[config.mk]
export PLATFORM = sky130hd
export DESIGN_NAME = mac_vec_acc
export DESIGN_NICKNAME = d
export VERILOG_FILES = /design/src/rtl/mac_vec_acc.sv
export SDC_FILE = /design/constraint.sdc
export NUM_CORES = 1
export LEC_CHECK = 0
export ABC_AREA = 0
export CORE_ASPECT_RATIO = 0.5
export CORE_MARGIN = 2
export CORE_UTILIZATION = 38
export DETAILED_ROUTE_END_ITERATION = 10
export PLACE_DENSITY = 0.58
export REMOVE_ABC_BUFFERS = 1
export SLEW_MARGIN = 20
export SYNTH_ARGS = -nofsm -noshare
export SYNTH_HDL_FRONTEND = slang
export SYNTH_SLANG_ARGS = --single-unit
export TNS_END_PERCENT = 30
[constraint.sdc]
create_clock -name clk -period 4.35 [get_ports clk]
set_input_delay 0.435 -clock clk [delete_from_list [all_inputs] [get_ports clk]]
set_output_delay 0.435 -clock clk [all_outputs]
set_load 0.03 [all_outputs]
[src/rtl/mac_vec_acc.sv]
// Pipelined signed multiply-accumulate over VEC_LEN-term vectors with valid/ready handshakes on both sides.
// Optional feature: define MAC_SAT_EN for saturating accumulation with a sticky sat_flag (default build wraps).
module mac_vec_acc #(
   parameter int INPUT_BITWIDTH = 16,
   parameter int ACC_BITWIDTH   = 40,
   parameter int VEC_LEN        = 64
) (
   input  logic                             clk,
   input  logic                             rst,
   input  logic                             in_valid,
   output logic                             in_ready,
   input  logic signed [INPUT_BITWIDTH-1:0] a_in,
   input  logic signed [INPUT_BITWIDTH-1:0] w_in,
   input  logic signed [INPUT_BITWIDTH-1:0] bias_in,
   output logic                             out_valid,
   input  logic                             out_ready,
   output logic signed [ACC_BITWIDTH-1:0]   out,
   output logic                             sat_flag
);

   localparam int PW = 2 * INPUT_BITWIDTH;
   localparam int CW = $clog2(VEC_LEN + 1);
   localparam logic [CW-1:0] LAST_COUNT = CW'(VEC_LEN - 1);

   typedef enum logic [1:0] {IDLE, ACCUM, DRAIN, HOLD} state_t;

   state_t                            state;
   logic [CW-1:0]                     count;
   logic signed [PW-1:0]              prod;
   logic                              prod_valid;
   logic                              prod_first;
   logic signed [INPUT_BITWIDTH-1:0]  bias_q;
   logic signed [ACC_BITWIDTH-1:0]    acc;
   logic signed [ACC_BITWIDTH-1:0]    acc_base;
   logic signed [ACC_BITWIDTH-1:0]    prod_ext;
   logic signed [ACC_BITWIDTH-1:0]    acc_next;
   logic                              accept;

   assign accept = in_valid && in_ready;

   // The first product of a vector starts from the bias instead of the running sum.
   always_comb begin
      prod_ext = ACC_BITWIDTH'(prod);
      acc_base = prod_first ? ACC_BITWIDTH'(bias_q) : acc;
   end

`ifdef MAC_SAT_EN
   localparam logic signed [ACC_BITWIDTH-1:0] ACC_MAX = {1'b0, {(ACC_BITWIDTH-1){1'b1}}};
   localparam logic signed [ACC_BITWIDTH-1:0] ACC_MIN = {1'b1, {(ACC_BITWIDTH-1){1'b0}}};

   logic signed [ACC_BITWIDTH:0] sum_wide;
   logic                         overflow;

   always_comb begin
      sum_wide = (ACC_BITWIDTH+1)'(acc_base) + (ACC_BITWIDTH+1)'(prod_ext);
      overflow = sum_wide[ACC_BITWIDTH] != sum_wide[ACC_BITWIDTH-1];
      acc_next = sum_wide[ACC_BITWIDTH-1:0];
      if (overflow) begin
         acc_next = sum_wide[ACC_BITWIDTH] ? ACC_MIN : ACC_MAX;
      end
   end

   // Sticky for the whole vector; the first product of a new vector restarts it.
   always_ff @(posedge clk or posedge rst) begin
      if (rst) begin
         sat_flag <= 1'b0;
      end else if (prod_valid) begin
         sat_flag <= prod_first ? overflow : (sat_flag | overflow);
      end
   end
`else
   always_comb begin
      acc_next = acc_base + prod_ext;
   end

   assign sat_flag = 1'b0;
`endif

   always_ff @(posedge clk or posedge rst) begin
      if (rst) begin
         state      <= IDLE;
         count      <= '0;
         prod       <= '0;
         prod_valid <= 1'b0;
         prod_first <= 1'b0;
         bias_q     <= '0;
         acc        <= '0;
         out        <= '0;
         in_ready   <= 1'b1;
         out_valid  <= 1'b0;
      end else begin
         prod_valid <= accept;
         if (accept) begin
            prod       <= PW'(a_in) * PW'(w_in);
            prod_first <= (count == '0);
            count      <= count + CW'(1);
            if (count == '0) begin
               bias_q <= bias_in;
            end
         end

         if (prod_valid) begin
            acc <= acc_next;
         end

         // DRAIN waits for stage 1 to empty, so out captures the fully summed accumulator.
         case (state)
            IDLE, ACCUM: begin
               if (accept) begin
                  if (count == LAST_COUNT) begin
                     state    <= DRAIN;
                     in_ready <= 1'b0;
                  end else begin
                     state <= ACCUM;
                  end
               end
            end
            DRAIN: begin
               if (!prod_valid) begin
                  state     <= HOLD;
                  out       <= acc;
                  out_valid <= 1'b1;
               end
            end
            HOLD: begin
               if (out_ready) begin
                  state     <= IDLE;
                  out_valid <= 1'b0;
                  in_ready  <= 1'b1;
                  count     <= '0;
               end
            end
            default: begin
               state <= IDLE;
            end
         endcase
      end
   end

endmodule

; ---- Yosys cells after proc, flatten, opt, wreduce, memory -nomap -nowiden
; Cells that the tools add are included.
[totals]
regBits = 141
latchBits = 0
ram_bits = 0
mem_bits_ro = 0
out_inout_bits = 43
elab_cells = 49
mem_count = 0
[op_classes]
n_addsub = 2
multipliers = 1
n_div = 0
magnitude_cmp = 0
eq_ne = 8
n_shift = 0
n_mux = 16
bitwise_logic = 1
reduce_logical = 11
[op_table]
columns = op, n
row1 = adder 40 x 32 -> 40 bit, 1
row2 = two-way mux 40 bit, 1
row3 = multiplier 16 x 16 -> 32 bit, 1
row4 = two-way mux 7 bit, 3
row5 = two-way mux 2 bit, 4
row6 = "inequality test 2 bit, second input constant", 4
row7 = "adder 7 x 1 -> 7 bit, second input constant", 1
row8 = "equality test 7 x 6 -> 1 bit, second input constant", 1
row9 = zero test 7 bit, 1
row10 = case mux 2 bit (3 select lines), 1
row11 = AND reduction 3 bit, 2
row12 = two-way mux 1 bit, 5
row13 = "equality test 2 bit, second input constant", 2
row14 = case mux 1 bit (2 select lines), 2
row15 = AND reduction 2 bit, 2
row16 = AND reduction 4 bit, 1
row17 = nonzero test 2 bit, 2
row18 = "equality test 2 x 1 -> 1 bit, second input constant", 1
row19 = zero test 2 bit, 1
row20 = OR reduction 2 bit, 1
row21 = logical AND 1 bit, 1
row22 = inverter 1 bit, 1

; ---- Depth between registers and ports, before layout
; Gate-level depths: netlist (run 1).
[depth]
ltp_word = 4
depth_mapped = 25

; ---- Least setup slack after synthesis (run 1)
; Ideal clock, no wire load.
[synth_timing]
path_kind = input to register
startpoint = input port w_in[1]
endpoint = register prod[28]
setup_ns = 0.132
t_arrival_ns = 5.931
slack_ns = -1.713
cell_stages = 22
n_path_buf = 1
path_cell_list = clkbuf_1 > nand2_1 > fa_1 > fa_1 > fa_1 > inv_1 > fa_1 > fa_1 > inv_1 > fa_1 > inv_1 > ha_1 > a21o_1 > a21o_1 > a21oi_1 > o21ai_0 > a311oi_2 > nor3_1 > a2111oi_4 > a31oi_1 > xnor2_1 > o21ai_1
[synth_via]
elab_chain_cells = 1
[synth_rtl]
columns = item, line_no
row1 = "start, declared", 13  ; input logic signed [INPUT_BITWIDTH-1:0] w_in,
row2 = multiplier 16 x 16 -> 32 bit, 94  ; prod <= PW'(a_in) * PW'(w_in);
row3 = "end signal, assigned", 94
row4 = "end, declared", 29  ; logic signed [PW-1:0] prod;
; No other way between the ends.
; A chain may end at the register's enable or synchronous reset.

; ---- Final worst setup path (run 1)
[layout_timing]
startpoint = input port a_in[8]
endpoint = register prod[28]
[layout_via]
elab_chain_cells = 1
[layout_rtl]
columns = item, line_no
row1 = "start, declared", 12  ; input logic signed [INPUT_BITWIDTH-1:0] a_in,
row2 = multiplier 16 x 16 -> 32 bit, 94
; No other way between the ends.

==> results of run 1 <==
==> cells by family (layout without fill, tap and decap cells) <==
family / Yosys count / in the layout / synth area share (%)
xor+xnor: 71 / 71 / 3.59
buf+inv: 391 / 683 / 8.50
other cells: 1 / 1 / 0.0216
mux: 96 / 96 / 6.14
flops: 141 / 141 / 20.4
fa+ha+maj: 386 / 386 / 39.2
simple gates: 465 / 465 / 12.9
compound gates: 260 / 260 / 9.27
==> worst max-delay path: stages <==
cell and delay (ns):
buf_4 0.12, buf_6 0.13, buf_6 0.12, buf_12 0.12
and2_4 0.13, fa_1 0.51, fa_1 0.59, fa_1 0.45
fa_1 0.51, fa_1 0.51, inv_1 0.05, fa_1 0.47
inv_1 0.04, ha_2 0.16, or3_1 0.36, a311oi_2 0.31
nor3_2 0.09, a2111oi_4 0.28, a31oi_1 0.15, xnor2_1 0.18
o21ai_1 0.07
==> timing repair <==
item,in CTS,in global routing
setup buffers,49,10
setup endpoints to repair,25,24
hold endpoints to repair,0,0
cloned,2,0
pin swaps,109,15
gates resized for setup,275,40
==> placed cells by master, fill, tap and decap left out, types with 37 or more instances in the layout <==
cell type          n
o21ai_0           81
nand2_1          206
inv_1            311
dfrtp_1          139
a21o_1            37
mux2_2            83
buf_4            179
buf_6             45
and2_1            99
fa_1             247
clkdlybuf4s50_1   62
nor2_1            47
xnor2_1           40
ha_1             108
a21oi_1           52
==> layout make-up <==
cell class | instances | share of cell area, %
well taps | 598 | 3.43
flip-flops and latches | 141 | 16.2
clock buffers | 17 | 1.95
multi-input cells | 1279 | 58.6
repair buffers | 322 | 13.3
clock inverters | 15 | 0.769
inverters | 329 | 5.70
==> worst paths after layout <==
check | start | endpoint | slack, ns | cells past startpoint
hold reg to reg | prod[0] | prod[0] | 0.48 | 2
min in group asynchronous | rst | count[5] | 0.54 | 2
max in group asynchronous | rst | acc[17] | 3.04 | 3
setup / recovery | a_in[8] | prod[28] | -1.16 | 21
setup reg to reg | prod_first | acc[39] | 0.58 | 14
hold / removal | prod[0] | prod[0] | 0.48 | 2
==> registers in the layout, summed over array words and instances (netlist names) <==
register,cells
count,7
state,2
bias_q,16
out_valid,1
out,40
prod_first,1
in_ready,1
prod_valid,1
prod,32
acc,40
==> layer usage <==
layer,up-vias,GRT usage [%],wire [um]
met1,6426,25.9,20500
met2,161,30.2,18800
met4,0,3.78,634
met3,38,1.73,1060
li1,6273,-,-
met5,-,0,0
==> metrics by stage <==
stage / instances / instance area (um^2) / setup WS [ns] / setup TNS [ns]
finish: 2701 / 21800 / -1.16 / -18.17
global route: 2701 / 21800 / -1.40 / -23.42
CTS: 2692 / 21600 / -1.16 / -18.33
detailed placement: 2609 / 20200 / -2.38 / -44.92
global placement: 2609 / 20200 / -2.33 / -44.18
floorplan: 1749 / 17100 / -1.55 / -37.54
==> synth_stat cells, types with 2 or more instances <==
cell	n	area share [%]
inv_1	328	7.1
fa_1	263	30
nand2_1	215	4.7
dfrtp_1	140	20
ha_1	123	8.9
and2_1	117	4.2
o21ai_0	86	2.5
mux2_2	83	5.4
a21oi_1	63	1.8
clkbuf_1	57	1.2
nor2_1	51	1.1
xnor2_1	43	2.2
a21o_1	37	1.6
xor2_1	28	1.4
nor3_1	14	0.40
mux2i_1	13	0.75
nor2b_1	13	0.47
o21a_1	12	0.52
o21ai_1	12	0.35
nand2b_1	11	0.40
nand3_1	10	0.29
and3_1	9	0.32
nand4_1	9	0.32
a211oi_1	8	0.35
o21bai_1	7	0.30
a31oi_1	6	0.22
or2_2	4	0.14
o211ai_1	3	0.13
o31ai_1	3	0.13
or3_1	3	0.11
a221o_1	2	0.12
buf_1	2	0.043
nor4_1	2	0.072
o2111ai_1	2	0.10
o221ai_1	2	0.10
o31a_1	2	0.10
or4b_2	2	0.12
==> results.sh, run 1 <==
export IMPL_outcome="finished, violations left"
export IMPL_violations="negative setup slack"
export IMPL_hold_path_class="reg2reg"
export IMPL_clock_fmax_mhz=181
export IMPL_clock_latency_ns=0.43
export IMPL_rsz0062_at_grt="yes"
export IMPL_io_buffers=93
export IMPL_start_util_pct=38.5
export IMPL_gr_usage_all_layers_pct=18.1
export IMPL_layout_min_cycle_time_ns=5.51
export IMPL_slew_viol_final=0
export IMPL_dp_hpwl_um=32900
export IMPL_fillers=4211
export IMPL_viasPerCell=4.78
export IMPL_antennaDiodeCount=0
export IMPL_place_congestion=0.863
export IMPL_dieHeight_um=155
export IMPL_ant_nets=0
export IMPL_max_cap_violations=0
export IMPL_critPathArrivalTime_ns=5.80
export IMPL_synth_seq_cells=141
export IMPL_grt_pass1_wl_um=69900
export IMPL_cts_buffers=17
export IMPL_rows=55
export IMPL_grt_pass1_vias=13832
export IMPL_multi_input_area_um2=12800
export IMPL_netlist_area_um2=17300
export IMPL_worst_slack_ns=-1.16
export IMPL_synth_edf_count=0
export IMPL_hold_buffers=0
export IMPL_fin_skew_ns=0.0129
export IMPL_async_flop_share_pct=100
export IMPL_utilization_pct=48.4
export IMPL_cts_root_buf="clkbuf_16"
export IMPL_hold_ws_ns=0.481
export IMPL_synth_avg_cell_area_um2=9.57
export IMPL_via_count=12898
export IMPL_path_class="in2reg"
export IMPL_clock_sinks=141
export IMPL_cp_required_ns=4.64
export IMPL_dieArea_um2=47400
export IMPL_clk_path_buf_depth=2
export IMPL_wl_per_cell_um=15.2
export IMPL_tritoncts="built"
export IMPL_setup_violations=22
export IMPL_cp_max_fo=6
export IMPL_cts_htree_levels=4
export IMPL_die_x_um=306
export IMPL_wl_um=41000
export IMPL_route_detailed_drc=0
export IMPL_drtIter0Drc=676
export IMPL_grt_remaining_overflow=0
export IMPL_synth_main_ff_cell="dfrtp_1"
export IMPL_grt_max_degree=90
export IMPL_regArea_um2=3530
export IMPL_io_pins=95
export IMPL_drive_gt1_share_pct=23.5
export IMPL_syn_inst=1811
export IMPL_worstMarginPinSlew_ns=0.986
export IMPL_layout_area_overhead_vs_synth_pct=25.8
export IMPL_ys_types=63
export IMPL_first_pass_iters=5
export IMPL_core_area_um2=45100
export IMPL_cp_end_kind="register"
export IMPL_seq_area_frac_synth_pct=20.4
export IMPL_finalNetCount=2528
export IMPL_slew_headroom_pct=34.2
export IMPL_path_clk_slew_ns=0.07
export IMPL_yosysWarnings=0
export IMPL_antenna_found_initial=0
export IMPL_startpoint_type="input port"
export IMPL_period_share_pct=127
export IMPL_hold_viol=0
Power of run 1 is left out: the tool's default activity adds up to more than one toggle a clock period on the data nets, which glitch-free logic cannot reach.
==> inputs of run 2 (changes only) <==
--- a/config.mk
+++ b/config.mk
@@ -7,12 +7,10 @@
 export LEC_CHECK = 0
 export ABC_AREA = 0
 export CORE_ASPECT_RATIO = 0.5
-export CORE_MARGIN = 2
-export CORE_UTILIZATION = 38
+export CORE_UTILIZATION = 25
 export DETAILED_ROUTE_END_ITERATION = 10
-export PLACE_DENSITY = 0.58
+export PLACE_DENSITY = 0.42
 export REMOVE_ABC_BUFFERS = 1
-export SLEW_MARGIN = 20
 export SYNTH_ARGS = -nofsm -noshare
 export SYNTH_HDL_FRONTEND = slang
 export SYNTH_SLANG_ARGS = --single-unit
==> results.sh, run 2 (synthesis gave the netlist of run 1 again) <==
export IMPL_wl_per_cell_um=15.3
export IMPL_antennaDiodeCount=0
export IMPL_clk_path_buf_depth=2
export IMPL_fin_skew_ns=0.00961
export IMPL_layout_min_cycle_time_ns=5.49
export IMPL_period_share_pct=126
export IMPL_hold_path_class="reg2reg"
export IMPL_largestRegisters="acc: 40 flops, out: 40 flops, prod: 32 flops"
export IMPL_worst_slack_ns=-1.14
export IMPL_rsz0062_at_grt="yes"
export IMPL_dieHeight_um=188
export IMPL_antenna_found_initial=0
export IMPL_path_class="in2reg"
export IMPL_final_cell_mix="311 x inv_1, 241 x fa_1, 203 x nand2_1"
export IMPL_rows=67
export IMPL_slew_headroom_pct=45.2
export IMPL_grt_pass1_wl_um=76600
export IMPL_worstMarginPinSlew_ns=0.822
export IMPL_clock_latency_ns=0.43
export IMPL_place_congestion=0.798
export IMPL_crit_slowest_cell="fa_1"
export IMPL_drtIter0Drc=494
export IMPL_dieArea_um2=70500
export IMPL_dpl_cell_count=2913
export IMPL_io_buffers=93
export IMPL_path_clk_slew_ns=0.07
export IMPL_fin_area_um2=22300
export IMPL_cp_max_fo=4
export IMPL_viasPerCell=4.26
export IMPL_grt_pass1_vias=13864
export IMPL_gr_usage_all_layers_pct=13.6
export IMPL_dpl_cell_area_um2=20600
export IMPL_clock_fmax_mhz=182
export IMPL_grt_max_degree=88
export IMPL_dp_hpwl_um=37400
export IMPL_clock_sinks=141
export IMPL_outcome="finished, violations left"
export IMPL_die_x_um=374
export IMPL_cp_required_ns=4.65
export IMPL_hold_ws_ns=0.489
export IMPL_first_pass_iters=4
export IMPL_drive_gt1_share_pct=23.7
export IMPL_fin_tns_setup_ns=-18.37
export IMPL_cp_cell_sequence="buf_4, buf_6, and2_4, fa_1, inv_1, fa_1, fa_1, inv_2, fa_1, fa_1, inv_1, fa_1, inv_2, ha_4, a21o_1, a21o_1, a21oi_2, o211ai_1, a221o_1, nand3_2, nand3_2, a31oi_4, xor2_1, o21ai_1"
export IMPL_fillers=7038
export IMPL_slew_viol_final=0
export IMPL_route_detailed_drc=0
export IMPL_startpoint_type="input port"
export IMPL_core_area_um2=67700
export IMPL_finalNetCount=2522
export IMPL_slowest_delay_ns=0.52
export IMPL_max_cap_violations=0
export IMPL_critPathArrivalTime_ns=5.79
export IMPL_grt_remaining_overflow=0
export IMPL_tritoncts="built"
export IMPL_cts_root_buf="clkbuf_16"
export IMPL_setup_violations=22
export IMPL_via_count=12758
export IMPL_cp_end_kind="register"
export IMPL_hold_buffers=0
export IMPL_layout_area_overhead_vs_synth_pct=28.9
export IMPL_hold_viol=0
export IMPL_cts_buffers=17
export IMPL_start_util_pct=25.6
export IMPL_final_cells=2994
export IMPL_final_common_cell="inv_1"
export IMPL_ant_nets=0
export IMPL_wl_um=45900
export IMPL_cts_htree_levels=4
export IMPL_path_common_cell="fa_1"
export IMPL_violations="negative setup slack"
export IMPL_io_pins=95
[run 2: final timing paths]
| check | endpoint | slack, ns | depth (start not counted) | start |
|---|---|---|---|---|
| hold / removal | prod[23] | 0.49 | 2 | prod[23] |
| min in group asynchronous | out[8] | 0.58 | 2 | rst |
| setup / recovery | prod[29] | -1.14 | 24 | a_in[9] |
| max in group asynchronous | acc[22] | 2.99 | 3 | rst |
| hold reg to reg | prod[23] | 0.49 | 2 | prod[23] |
| setup reg to reg | acc[36] | 0.41 | 14 | prod_first |
[run 2: worst max-delay path, delay by kind of cell]
family / cells / cell delay (ns)
buf+inv: 6 / 0.46
xor+xnor: 1 / 0.15
compound gates: 7 / 1.21
simple gates: 3 / 0.39
fa+ha+maj: 7 / 3.15
[run 2: timing repair]
action	in CTS	in global routing
resized for setup	285	36
pin swaps	119	20
setup buffers	45	2
cloned	3	0
endpoints found under the setup margin	25	25
[run 2: per-stage QoR]
step           worst slack (ns)  util, %
2_1_floorplan             -1.55        -
3_3_place_gp              -2.45     30.4
3_5_place_dp              -2.48     30.4
4_1_cts                   -1.14     32.9
5_1_grt                   -1.35     33.0
6_report                  -1.14     33.0
[run 2: layout make-up]
type / instances / area [um^2] / area share, %
Clock buffer: 19 / 443 / 1.98
Tap cell: 897 / 1120 / 5.02
Multi-Input combinational cell: 1279 / 12800 / 57.5
Clock inverter: 13 / 166 / 0.745
Sequential cell: 141 / 3530 / 15.8
Inverter: 329 / 1240 / 5.55
Timing Repair Buffer: 316 / 3000 / 13.4
[run 2: metal layers]
layer / track usage (%) / wire [um] / share of wire (%) / vias to the layer above
li1: - / - / - / 6251
met1: 19.8 / 23900 / 52 / 6394
met2: 22.4 / 20900 / 45 / 94
met3: 1.06 / 845 / 1.8 / 19
met4: 2.11 / 339 / 0.74 / 0
met5: 0 / 0 / 0 / -
Power of run 2 is left out for the same reason.
==> inputs of run 3 (changes only) <==
--- a/config.mk
+++ b/config.mk
@@ -7,9 +7,9 @@
 export LEC_CHECK = 0
 export ABC_AREA = 0
 export CORE_ASPECT_RATIO = 0.5
-export CORE_UTILIZATION = 25
+export CORE_UTILIZATION = 57
 export DETAILED_ROUTE_END_ITERATION = 10
-export PLACE_DENSITY = 0.42
+export PLACE_DENSITY = 0.81
 export REMOVE_ABC_BUFFERS = 1
 export SYNTH_ARGS = -nofsm -noshare
 export SYNTH_HDL_FRONTEND = slang
==> results.sh, run 3 (synthesis gave the netlist of run 1 again) <==
export IMPL_setup_violations=23
export IMPL_route_detailed_drc=0
export IMPL_cts_buffers=17
export IMPL_start_util_pct=58.9
export IMPL_clk_path_buf_depth=2
export IMPL_wl_um=43400
export IMPL_dieHeight_um=125
export IMPL_antenna_found_initial=0
export IMPL_crit_slowest_cell="fa_1"
export IMPL_largestRegisters="acc: 40 flops, out: 40 flops, prod: 32 flops"
export IMPL_hold_viol=0
export IMPL_finalNetCount=2524
export IMPL_path_class="in2reg"
export IMPL_path_clk_slew_ns=0.06
export IMPL_path_common_cell="fa_1"
export IMPL_outcome="finished, violations left"
export IMPL_viasPerCell=5.48
export IMPL_hold_buffers=0
export IMPL_cp_required_ns=4.63
export IMPL_gr_usage_all_layers_pct=28.9
export IMPL_grt_remaining_overflow=0
export IMPL_antennaDiodeCount=0
export IMPL_violations="negative setup slack"
export IMPL_multi_input_area_um2=12800
export IMPL_drtIter0Drc=1045
export IMPL_dpl_cell_area_um2=19900
export IMPL_rrSetupSlack_ns=0.37
export IMPL_clock_latency_ns=0.42
export IMPL_grt_max_degree=92
export IMPL_first_pass_iters=5
export IMPL_max_cap_violations=0
export IMPL_io_buffers=93
export IMPL_worstMarginPinSlew_ns=1.01
export IMPL_fillers=1885
export IMPL_layout_min_cycle_time_ns=5.60
export IMPL_regArea_um2=3530
export IMPL_rsz0062_at_grt="yes"
export IMPL_clock_fmax_mhz=179
export IMPL_final_common_cell="inv_1"
export IMPL_grt_pass1_vias=14671
export IMPL_grt_pass1_wl_um=72100
export IMPL_slew_headroom_pct=32.4
export IMPL_ant_nets=0
export IMPL_cp_end_kind="register"
export IMPL_worst_slack_ns=-1.25
export IMPL_cts_root_buf="clkbuf_16"
export IMPL_tritoncts="built"
export IMPL_cts_htree_levels=4
export IMPL_dpl_cell_count=2405
export IMPL_final_cell_mix="297 x inv_1, 247 x fa_1, 198 x nand2_1"
export IMPL_io_pins=95
export IMPL_fin_skew_ns=0.00765
export IMPL_drive_gt1_share_pct=24.6
export IMPL_cp_max_fo=7
export IMPL_dp_hpwl_um=32200
export IMPL_layout_area_overhead_vs_synth_pct=24.1
export IMPL_place_congestion=0.920
export IMPL_rows=44
export IMPL_cp_cell_sequence="buf_4, buf_6, and2_1, fa_1, inv_2, fa_1, inv_2, fa_1, fa_1, fa_1, inv_2, fa_1, inv_2, ha_4, a21o_1, a21oi_2, o211ai_1, a221o_1, nand3_2, nand3_2, a31oi_4, xor2_1, o21ai_1"
export IMPL_clock_sinks=141
export IMPL_startpoint_type="input port"
export IMPL_dieArea_um2=31200
export IMPL_hold_path_class="reg2reg"
export IMPL_via_count=13634
export IMPL_fin_area_um2=21500
export IMPL_final_cells=2490
export IMPL_core_area_um2=29500
export IMPL_period_share_pct=129
export IMPL_critPathArrivalTime_ns=5.88
export IMPL_slowest_delay_ns=0.54
export IMPL_slew_viol_final=0
export IMPL_wl_per_cell_um=17.4
export IMPL_die_x_um=249
## run 3: layer usage
metal / vias to the layer above / wire length (um) / part of all wire (%) / track usage (%)
li1: 6259 / - / - / -
met2: 480 / 21000 / 48 / 49.1
met5: - / 0 / 0 / 0
met1: 6793 / 18800 / 43 / 39.1
met3: 102 / 2560 / 5.9 / 3.14
met4: 0 / 1120 / 2.6 / 9.39
## run 3: area by class of cell
| type | count | area share [%] |
|---|---|---|
| inverter | 329 | 5.76 |
| timing repair buffer | 318 | 13.2 |
| clock buffer | 20 | 2.12 |
| sequential | 141 | 16.4 |
| tap | 391 | 2.27 |
| clock inverter | 12 | 0.523 |
| multi-input combinational | 1279 | 59.7 |
## run 3: worst paths after layout
kind / start / end / cells after the start
setup reg to reg: prod_first / acc[39] / 14
setup / recovery: a_in[4] / prod[29] / 23
max in group asynchronous: rst / acc[38] / 3
min in group asynchronous: rst / acc[39] / 2
hold reg to reg: prod[8] / prod[8] / 2
hold / removal: prod[8] / prod[8] / 2
## run 3: critical path, delay by kind of cell
family                   cells  cell delay [ns]
AND/OR/NAND/NOR              3             0.40
adder cells (fa/ha/maj)      7             3.34
buffers and inverters        6             0.44
AO/OA/AOI/OAI                6             1.09
XOR/XNOR                     1             0.17
## run 3: repair_timing
item                                    CTS  global route
gates cloned                              2             0
gates resized for setup                 254            96
setup buffers                            34            22
pin swaps                                94            55
endpoints found under the setup margin   25            25
## run 3: metrics by stage
step | hold WS [ns] | TNS, ns | utilization, % | setup slack, ns
finish | 0.485 | -20.41 | 73.0 | -1.25
global route | 0.518 | -24.80 | 73.0 | -1.42
CTS | 0.491 | -18.93 | 72.0 | -1.17
detailed placement | 0.478 | -44.82 | 67.5 | -2.37
global placement | 0.467 | -42.13 | 67.5 | -2.23
floorplan | 0.445 | -37.54 | - | -1.55
Power of run 3 is left out for the same reason.
